--- src/rtl/misr_multi_if.sv ---
// Bus bundle for the multi-channel MISR: control, per-channel data and results.
interface misr_multi_if #(
    parameter int NUM_BITS = 54,
    parameter int NUM_CH   = 4,
    parameter int CNT_W    = 16
);
    logic                       i_mode;
    logic                       i_start;
    logic                       i_done;
    logic [NUM_BITS-1:0]        i_seed;
    logic [NUM_CH-1:0]          i_vld;
    logic [NUM_CH*NUM_BITS-1:0] i_data;
    logic [NUM_CH*NUM_BITS-1:0] i_golden;
    logic [NUM_CH*NUM_BITS-1:0] o_sig;
    logic [NUM_CH-1:0]          o_sig_vld;
    logic [NUM_CH*CNT_W-1:0]    o_cnt;
    logic [NUM_CH-1:0]          o_pass;
    logic                       o_all_pass;
    logic                       o_busy;

    modport master (
        output i_mode, i_start, i_done, i_seed, i_vld, i_data, i_golden,
        input  o_sig, o_sig_vld, o_cnt, o_pass, o_all_pass, o_busy
    );

    modport slave (
        input  i_mode, i_start, i_done, i_seed, i_vld, i_data, i_golden,
        output o_sig, o_sig_vld, o_cnt, o_pass, o_all_pass, o_busy
    );
endinterface

--- src/rtl/misr_multi.sv ---
// Multi-channel MISR signature compactor with golden compare and bypass capture.
//
// state | meaning
// ------+--------------------------------------------------------------
// IDLE  | after reset; signatures hold, beats ignored
// RUN   | valid beats compress (mode 1) or are captured raw (mode 0)
// HOLD  | result frozen; o_pass / o_all_pass valid until next start
module misr_multi #(
    parameter int                  NUM_BITS = 54,
    parameter int                  NUM_CH   = 4,
    parameter logic [NUM_BITS-1:0] TAP_MASK = 54'h30_0000_0003_0000,
    parameter int                  CNT_W    = 16
) (
    input  logic          i_clk,
    input  logic          i_rst,
    misr_multi_if.slave   bus
);

    typedef enum logic [1:0] {
        ST_IDLE = 2'd0,
        ST_RUN  = 2'd1,
        ST_HOLD = 2'd2
    } state_t;

    state_t              r_state;
    state_t              w_state_nxt;
    logic                w_load;
    logic                w_beat;
    logic                w_finish;
    logic                r_busy;

    logic [NUM_BITS-1:0] r_sig   [NUM_CH];
    logic [CNT_W-1:0]    r_cnt   [NUM_CH];
    logic [NUM_BITS-1:0] w_step  [NUM_CH];
    logic [NUM_BITS-1:0] w_upd   [NUM_CH];
    logic [NUM_CH-1:0]   w_fb;
    logic [NUM_CH-1:0]   w_pass_nxt;
    logic [NUM_CH-1:0]   r_sig_vld;
    logic [NUM_CH-1:0]   r_pass;

    // State register; busy is registered alongside so it tracks RUN exactly.
    always_ff @(posedge i_clk) begin
        if (i_rst) begin
            r_state <= ST_IDLE;
            r_busy  <= 1'b0;
        end else begin
            r_state <= w_state_nxt;
            r_busy  <= (w_state_nxt == ST_RUN);
        end
    end

    // Next state and datapath strobes; start always wins over done.
    always_comb begin
        w_state_nxt = r_state;
        w_load      = 1'b0;
        w_beat      = 1'b0;
        w_finish    = 1'b0;
        case (r_state)
            ST_IDLE, ST_HOLD: begin
                if (bus.i_start) begin
                    w_state_nxt = ST_RUN;
                    w_load      = 1'b1;
                end
            end
            ST_RUN: begin
                if (bus.i_start) begin
                    w_load = 1'b1;
                end else begin
                    w_beat = 1'b1;
                    if (bus.i_done) begin
                        w_state_nxt = ST_HOLD;
                        w_finish    = 1'b1;
                    end
                end
            end
            default: w_state_nxt = ST_IDLE;
        endcase
    end

    for (genvar g = 0; g < NUM_CH; g++) begin : g_ch
        logic [NUM_BITS-1:0] w_d;
        assign w_d            = bus.i_data[g*NUM_BITS +: NUM_BITS];
        assign w_fb[g]        = ~(^(r_sig[g] & TAP_MASK));
        assign w_step[g]      = bus.i_mode ? ({r_sig[g][NUM_BITS-2:0], w_fb[g]} ^ w_d) : w_d;
        assign w_upd[g]       = bus.i_vld[g] ? w_step[g] : r_sig[g];
        // Compare against the signature including the final (done-cycle) beat.
        assign w_pass_nxt[g]  = bus.i_mode & (w_upd[g] == bus.i_golden[g*NUM_BITS +: NUM_BITS]);
        assign bus.o_sig[g*NUM_BITS +: NUM_BITS] = r_sig[g];
        assign bus.o_cnt[g*CNT_W +: CNT_W]       = r_cnt[g];
    end

    // Per-channel signature, beat counter, result-valid and pass registers.
    always_ff @(posedge i_clk) begin
        if (i_rst) begin
            for (int c = 0; c < NUM_CH; c++) begin
                r_sig[c] <= bus.i_seed;
                r_cnt[c] <= '0;
            end
            r_sig_vld <= '0;
            r_pass    <= '0;
        end else begin
            r_sig_vld <= '0;
            if (w_load) begin
                for (int c = 0; c < NUM_CH; c++) begin
                    r_sig[c] <= bus.i_seed;
                    r_cnt[c] <= '0;
                end
                r_pass <= '0;
            end else if (w_beat) begin
                for (int c = 0; c < NUM_CH; c++) begin
                    r_sig[c] <= w_upd[c];
                    if (bus.i_vld[c] && (r_cnt[c] != {CNT_W{1'b1}})) begin
                        r_cnt[c] <= r_cnt[c] + CNT_W'(1);
                    end
                end
                if (!bus.i_mode) begin
                    r_sig_vld <= bus.i_vld;
                end else if (w_finish) begin
                    r_sig_vld <= '1;
                end
                if (w_finish) begin
                    r_pass <= w_pass_nxt;
                end
            end
        end
    end

    assign bus.o_sig_vld  = r_sig_vld;
    assign bus.o_pass     = r_pass;
    assign bus.o_busy     = r_busy;
    assign bus.o_all_pass = (r_state == ST_HOLD) & (&r_pass);

endmodule

--- src/flat_wrapper.sv ---
// flat-port wrapper written by rule: the top's interface ports become plain ports
module misr_multi_flat 
#(
    parameter int                  NUM_BITS = 54,
    parameter int                  NUM_CH   = 4,
    parameter logic [NUM_BITS-1:0] TAP_MASK = 54'h30_0000_0003_0000,
    parameter int                  CNT_W    = 16
)
  (i_clk, i_rst, bus_i_mode, bus_i_start, bus_i_done, bus_i_seed, bus_i_vld, bus_i_data, bus_i_golden, bus_o_sig, bus_o_sig_vld, bus_o_cnt, bus_o_pass, bus_o_all_pass, bus_o_busy);
  misr_multi_if #(.NUM_BITS(NUM_BITS), .NUM_CH(NUM_CH), .CNT_W(CNT_W)) bus_i ();
  input  logic i_clk;
  input  logic i_rst;
  input wire logic [$bits(bus_i.i_mode)-1:0] bus_i_mode;
  input wire logic [$bits(bus_i.i_start)-1:0] bus_i_start;
  input wire logic [$bits(bus_i.i_done)-1:0] bus_i_done;
  input wire logic [$bits(bus_i.i_seed)-1:0] bus_i_seed;
  input wire logic [$bits(bus_i.i_vld)-1:0] bus_i_vld;
  input wire logic [$bits(bus_i.i_data)-1:0] bus_i_data;
  input wire logic [$bits(bus_i.i_golden)-1:0] bus_i_golden;
  output wire logic [$bits(bus_i.o_sig)-1:0] bus_o_sig;
  output wire logic [$bits(bus_i.o_sig_vld)-1:0] bus_o_sig_vld;
  output wire logic [$bits(bus_i.o_cnt)-1:0] bus_o_cnt;
  output wire logic [$bits(bus_i.o_pass)-1:0] bus_o_pass;
  output wire logic [$bits(bus_i.o_all_pass)-1:0] bus_o_all_pass;
  output wire logic [$bits(bus_i.o_busy)-1:0] bus_o_busy;
  assign bus_i.i_mode = bus_i_mode;
  assign bus_i.i_start = bus_i_start;
  assign bus_i.i_done = bus_i_done;
  assign bus_i.i_seed = bus_i_seed;
  assign bus_i.i_vld = bus_i_vld;
  assign bus_i.i_data = bus_i_data;
  assign bus_i.i_golden = bus_i_golden;
  assign bus_o_sig = bus_i.o_sig;
  assign bus_o_sig_vld = bus_i.o_sig_vld;
  assign bus_o_cnt = bus_i.o_cnt;
  assign bus_o_pass = bus_i.o_pass;
  assign bus_o_all_pass = bus_i.o_all_pass;
  assign bus_o_busy = bus_i.o_busy;
  misr_multi #(.NUM_BITS(NUM_BITS), .NUM_CH(NUM_CH), .TAP_MASK(TAP_MASK), .CNT_W(CNT_W)) u_core (.i_clk(i_clk), .i_rst(i_rst), .bus(bus_i));
endmodule
--- config.mk ---
export PLATFORM = sky130hd
export DESIGN_NAME = misr_multi_flat
export DESIGN_NICKNAME = d
export VERILOG_FILES = /design/src/rtl/misr_multi_if.sv /design/src/rtl/misr_multi.sv /design/src/flat_wrapper.sv
export SDC_FILE = /design/constraint.sdc
export NUM_CORES = 1
export LEC_CHECK = 0
export ABC_CLOCK_PERIOD_IN_PS = 4200
export CORE_AREA = 2 2 308 310
export CTS_BUF_LIST = sky130_fd_sc_hd__clkbuf_4 sky130_fd_sc_hd__clkbuf_8 sky130_fd_sc_hd__clkbuf_16
export DETAILED_ROUTE_END_ITERATION = 6
export DIE_AREA = 0 0 310 312
export GPL_TIMING_DRIVEN = 1
export HOLD_SLACK_MARGIN = 0.02
export PLACE_DENSITY_LB_ADDON = 0.25
export REMOVE_ABC_BUFFERS = 1
export SETUP_SLACK_MARGIN = 0.05
export SYNTH_ARGS = -nofsm -noshare
export SYNTH_HDL_FRONTEND = slang
export SYNTH_SLANG_ARGS = --single-unit
export TNS_END_PERCENT = 30
--- constraint.sdc ---
create_clock -name i_clk -period 4.2 [get_ports i_clk]
set_input_delay 1.26 -clock i_clk [delete_from_list [all_inputs] [get_ports i_clk]]
set_output_delay 1.26 -clock i_clk [all_outputs]
set_load 0.05 [all_outputs]
==> run metrics, run 1 <==
LEAKAGE=12.0 nW; cell area after placement=0.0308 mm2; I/O Buffers=784; TritonCTS Buffers=40; Crit Path Max Fanout=3; final hold viol count=0; GPL Wtd Cong=0.933; Yosys cell types=63; post-CTS resize count=0; maxcap violations=0; Slew @ Worst Pin=1020 ps; Mapped Cells=2222; DRC Markers=0; Main synth FF type=edfxtp_1; Pwr Density=344 mW/mm2; aggregate global-route resource usage=25.0%; antenna-violating nets left=0; critical path start-end classification=flop to primary output; hold_buf cts=0; worst hold margin=540 ps; required time of the critical path=2940 ps; vias in the first global route=20500; Peak Freq=255 MHz; met1 GRT Util=32.3%; RR Endpoint=u_core.r_sig[3][2]$_DFFE_PP_; Rows=112; Area Overhead vs Synth=56.3%; total number of vias=21300; Worst path max stage delay=870 ps; CP Launch Point=u_core.bus.o_pass[2]$_SDFFE_PP0P_; Pins Over Slew Limit=0; WL per Instance=28.8 um; CTS clk-pin slew, worst paths=60 ps; crit path cell chain=nand4_1 > nor3b_1 > clkdlybuf4s50_1; reg2reg start=u_core.r_state[0]$_SDFF_PP0_; initial antenna violation count=36; Top-Level Pins=785; layer with the highest usage=met2; period utilization=93.3%; Yosys warnings=0; crit path capture type=primary output; DRC violation total after the first TritonRoute iteration=2285; HPWL reported at the end of detailed placement=101000 um; later-pin clock latency in the skew report=570 ps; CP top delay family=buffers and inverters; Worst Path Buf+Inv=1; nets=3583; worst vdd ir=0.215 mV; die area=0.0967 mm2; R2R Setup Slk=1490 ps; Worst Hold End=u_core.r_cnt[2][10]$_SDFFE_PP0P_; Clock Path Buffers=3; Synth Register Bits=291; Core Region=0.0930 mm2; share of layout cells above drive strength 1=11.6%; HP Start=u_core.r_cnt[2][10]$_SDFFE_PP0P_; drt via density=4.87; worst reg-to-reg path cell count=6; GR Util met2=41.0%; hold crit path type=flop to flop; Pre-antenna DRT Iters=5; Setup Viol. Count Final=0; CP Data Arrival Time=2660 ps; RSZ-0062 raised after global routing=false; post-layout util=34.5%; min Tclk post-route=3920 ps; initial core utilization=22.1%; Post-CTS Setup Bufs=0; Filler cells=9696; clock skew=15.8 ps; final WL=126000 um; outcome=finished, final reports clean; number of synthesized flops with an enable pin=264; Mean Syn Cell Area=9.24 um2; max_slew headroom=32.0%; Worst setup SP type=flop; ys async rst share=0%; die height=312 um; Die Wd=310 um; Clock Sinks=291; setup_tns=0 ps; first-pass GRT wire length=168000 um; Hold Path Stages=2; post-route setup slack=281 ps; CTS tree=built; H-tree levels=2; Post-Syn Area=0.0205 mm2; sequential share of the synthesized area=41.3%; finished layout cell area=0.0321 mm2; Root Buffer=clkbuf_16; largest net degree at the start of global routing=80; CP max stage cell=clkdlybuf4s50_1; GR Layer Usage met3=5.85%; gr ovfl total=0; dpl ws=174 ps
## worst min-delay path, delay by kind of cell (launching register included)
| kind | cells | cell delay (ps) |
|---|---|---|
| and+or+nand+nor | 1 | 70 |
| xor gates and xnor gates | 1 | 80 |
| DFF | 1 | 360 |
## cells in the mapped netlist, types with 4 or more instances
cell type / n / area share (%)
nor3_1: 5 / 0.12
buf_2: 47 / 1.1
a31oi_1: 94 / 2.9
inv_1: 17 / 0.31
a21o_1: 6 / 0.22
a21bo_1: 28 / 1.4
o31ai_1: 4 / 0.15
buf_1: 15 / 0.27
nand3b_1: 95 / 3.5
and4_1: 4 / 0.17
edfxtp_1: 264 / 39
and3_1: 12 / 0.37
and4b_1: 36 / 1.8
clkbuf_1: 52 / 0.95
mux2i_1: 34 / 1.7
nor2_1: 224 / 4.1
dfxtp_1: 27 / 2.6
nand2_1: 407 / 7.4
xnor2_1: 171 / 7.3
a22o_1: 4 / 0.17
xor2_1: 160 / 6.8
nand3_1: 26 / 0.63
nor4_1: 24 / 0.73
nor2b_1: 4 / 0.12
ha_1: 4 / 0.24
buf_4: 7 / 0.26
and2_1: 39 / 1.2
a21bo_2: 115 / 5.6
a21oi_1: 57 / 1.4
a2bb2oi_1: 4 / 0.17
o22ai_1: 6 / 0.18
o21ai_0: 96 / 2.3
a221oi_1: 35 / 1.5
a211oi_1: 4 / 0.15
nand4_1: 48 / 1.5
## cell families after synthesis
| group | after synthesis | synth area share [%] |
|---|---|---|
| XOR/XNOR | 331 | 14.1 |
| adder cells (fa/ha/maj) | 4 | 0.244 |
| AND/OR/NAND/NOR | 933 | 22.0 |
| buffers and inverters | 144 | 3.16 |
| flip-flops | 291 | 41.3 |
| multiplexers | 34 | 1.66 |
| AO/OA/AOI/OAI | 485 | 17.6 |
## report_power, final
group / switching, mW / total, mW / internal [mW]
clock network: 1.45 / 3.54 / 2.09
logic: 2.21 / 3.70 / 1.49
registers: 0.352 / 3.80 / 3.45
total: 4.02 / 11.0 / 7.02
## registers in the layout, summed over array words and instances (netlist names)
| register | cells |
|---|---|
| u_core.bus.o_sig_vld | 4 |
| u_core.bus.o_busy | 1 |
| u_core.r_cnt | 64 |
| u_core.bus.o_pass | 4 |
| u_core.r_state | 2 |
| u_core.r_sig | 216 |
## stage by stage
| stage | power [mW] | std cells |
|---|---|---|
| finish | 11.0 | 4377 |
| global route | 11.4 | 4369 |
| CTS | 11.1 | 4365 |
| detailed placement | 7.54 | 4296 |
| global placement | 7.55 | 4296 |
| floorplan | 5.53 | 2098 |
## cell type report
type                    instances  area (um2)  share of cell area (%)
clock inverters                21         205                   0.640
clock buffers                  48        1090                    3.40
well taps                    1254        1570                    4.89
inverters                      20        75.1                   0.234
flip-flops and latches        291        8470                    26.4
diodes                         12        30.0                  0.0936
multi-input cells            1787       11400                    35.6
repair buffers                944        9220                    28.7
## how the worst max path moves through the flow
stage                                                    to  slack (ps)  cells after the start
after detailed placement  u_core.bus.o_pass[3]$_SDFFE_PP0P_         170                     11
after floorplan            u_core.r_cnt[2][15]$_SDFFE_PP0P_       -9620                      6
final                                        bus_o_all_pass         280                      3
after CTS                                    bus_o_all_pass         200                      3
after global routing                         bus_o_all_pass         190                      3
after global placement    u_core.bus.o_pass[3]$_SDFFE_PP0P_         160                     11
## cells in the final DEF (no fill, tap or decap), drive strengths merged, types with 24 or more instances in the layout
master         synthesis  final
clkdlybuf4s50          0    779
nand2                408    408
edfxtp               264    264
nor2                 225    225
xnor2                171    171
buf                   72    165
xor2                 160    160
a21bo                143    143
o21ai                 98     98
nand3b                95     95
a31oi                 94     94
a21oi                 57     57
nand4                 48     48
clkbuf                52     48
and2                  39     39
a221oi                37     37
and4b                 36     36
mux2i                 34     34
dfxtp                 27     27
nand3                 26     26
nor4                  24     24
## layer usage
layer  wire length, um  up-vias
met3             10700      154
met4              3990       14
met2             58800     1089
met1             52300    10300
li1                  -     9733
met5               101        -
Note: power is estimated with default switching activity, not from simulation.
==> inputs of run 2 (changes only) <==
--- a/config.mk
+++ b/config.mk
@@ -11,10 +11,10 @@
 export DETAILED_ROUTE_END_ITERATION = 6
 export DIE_AREA = 0 0 310 312
 export GPL_TIMING_DRIVEN = 1
-export HOLD_SLACK_MARGIN = 0.02
 export PLACE_DENSITY_LB_ADDON = 0.25
 export REMOVE_ABC_BUFFERS = 1
 export SETUP_SLACK_MARGIN = 0.05
+export SKIP_LAST_GASP = 1
 export SYNTH_ARGS = -nofsm -noshare
 export SYNTH_HDL_FRONTEND = slang
 export SYNTH_SLANG_ARGS = --single-unit
==> results of run 2 <==
Final layout, timing and power as in run 1 (identical DEF).
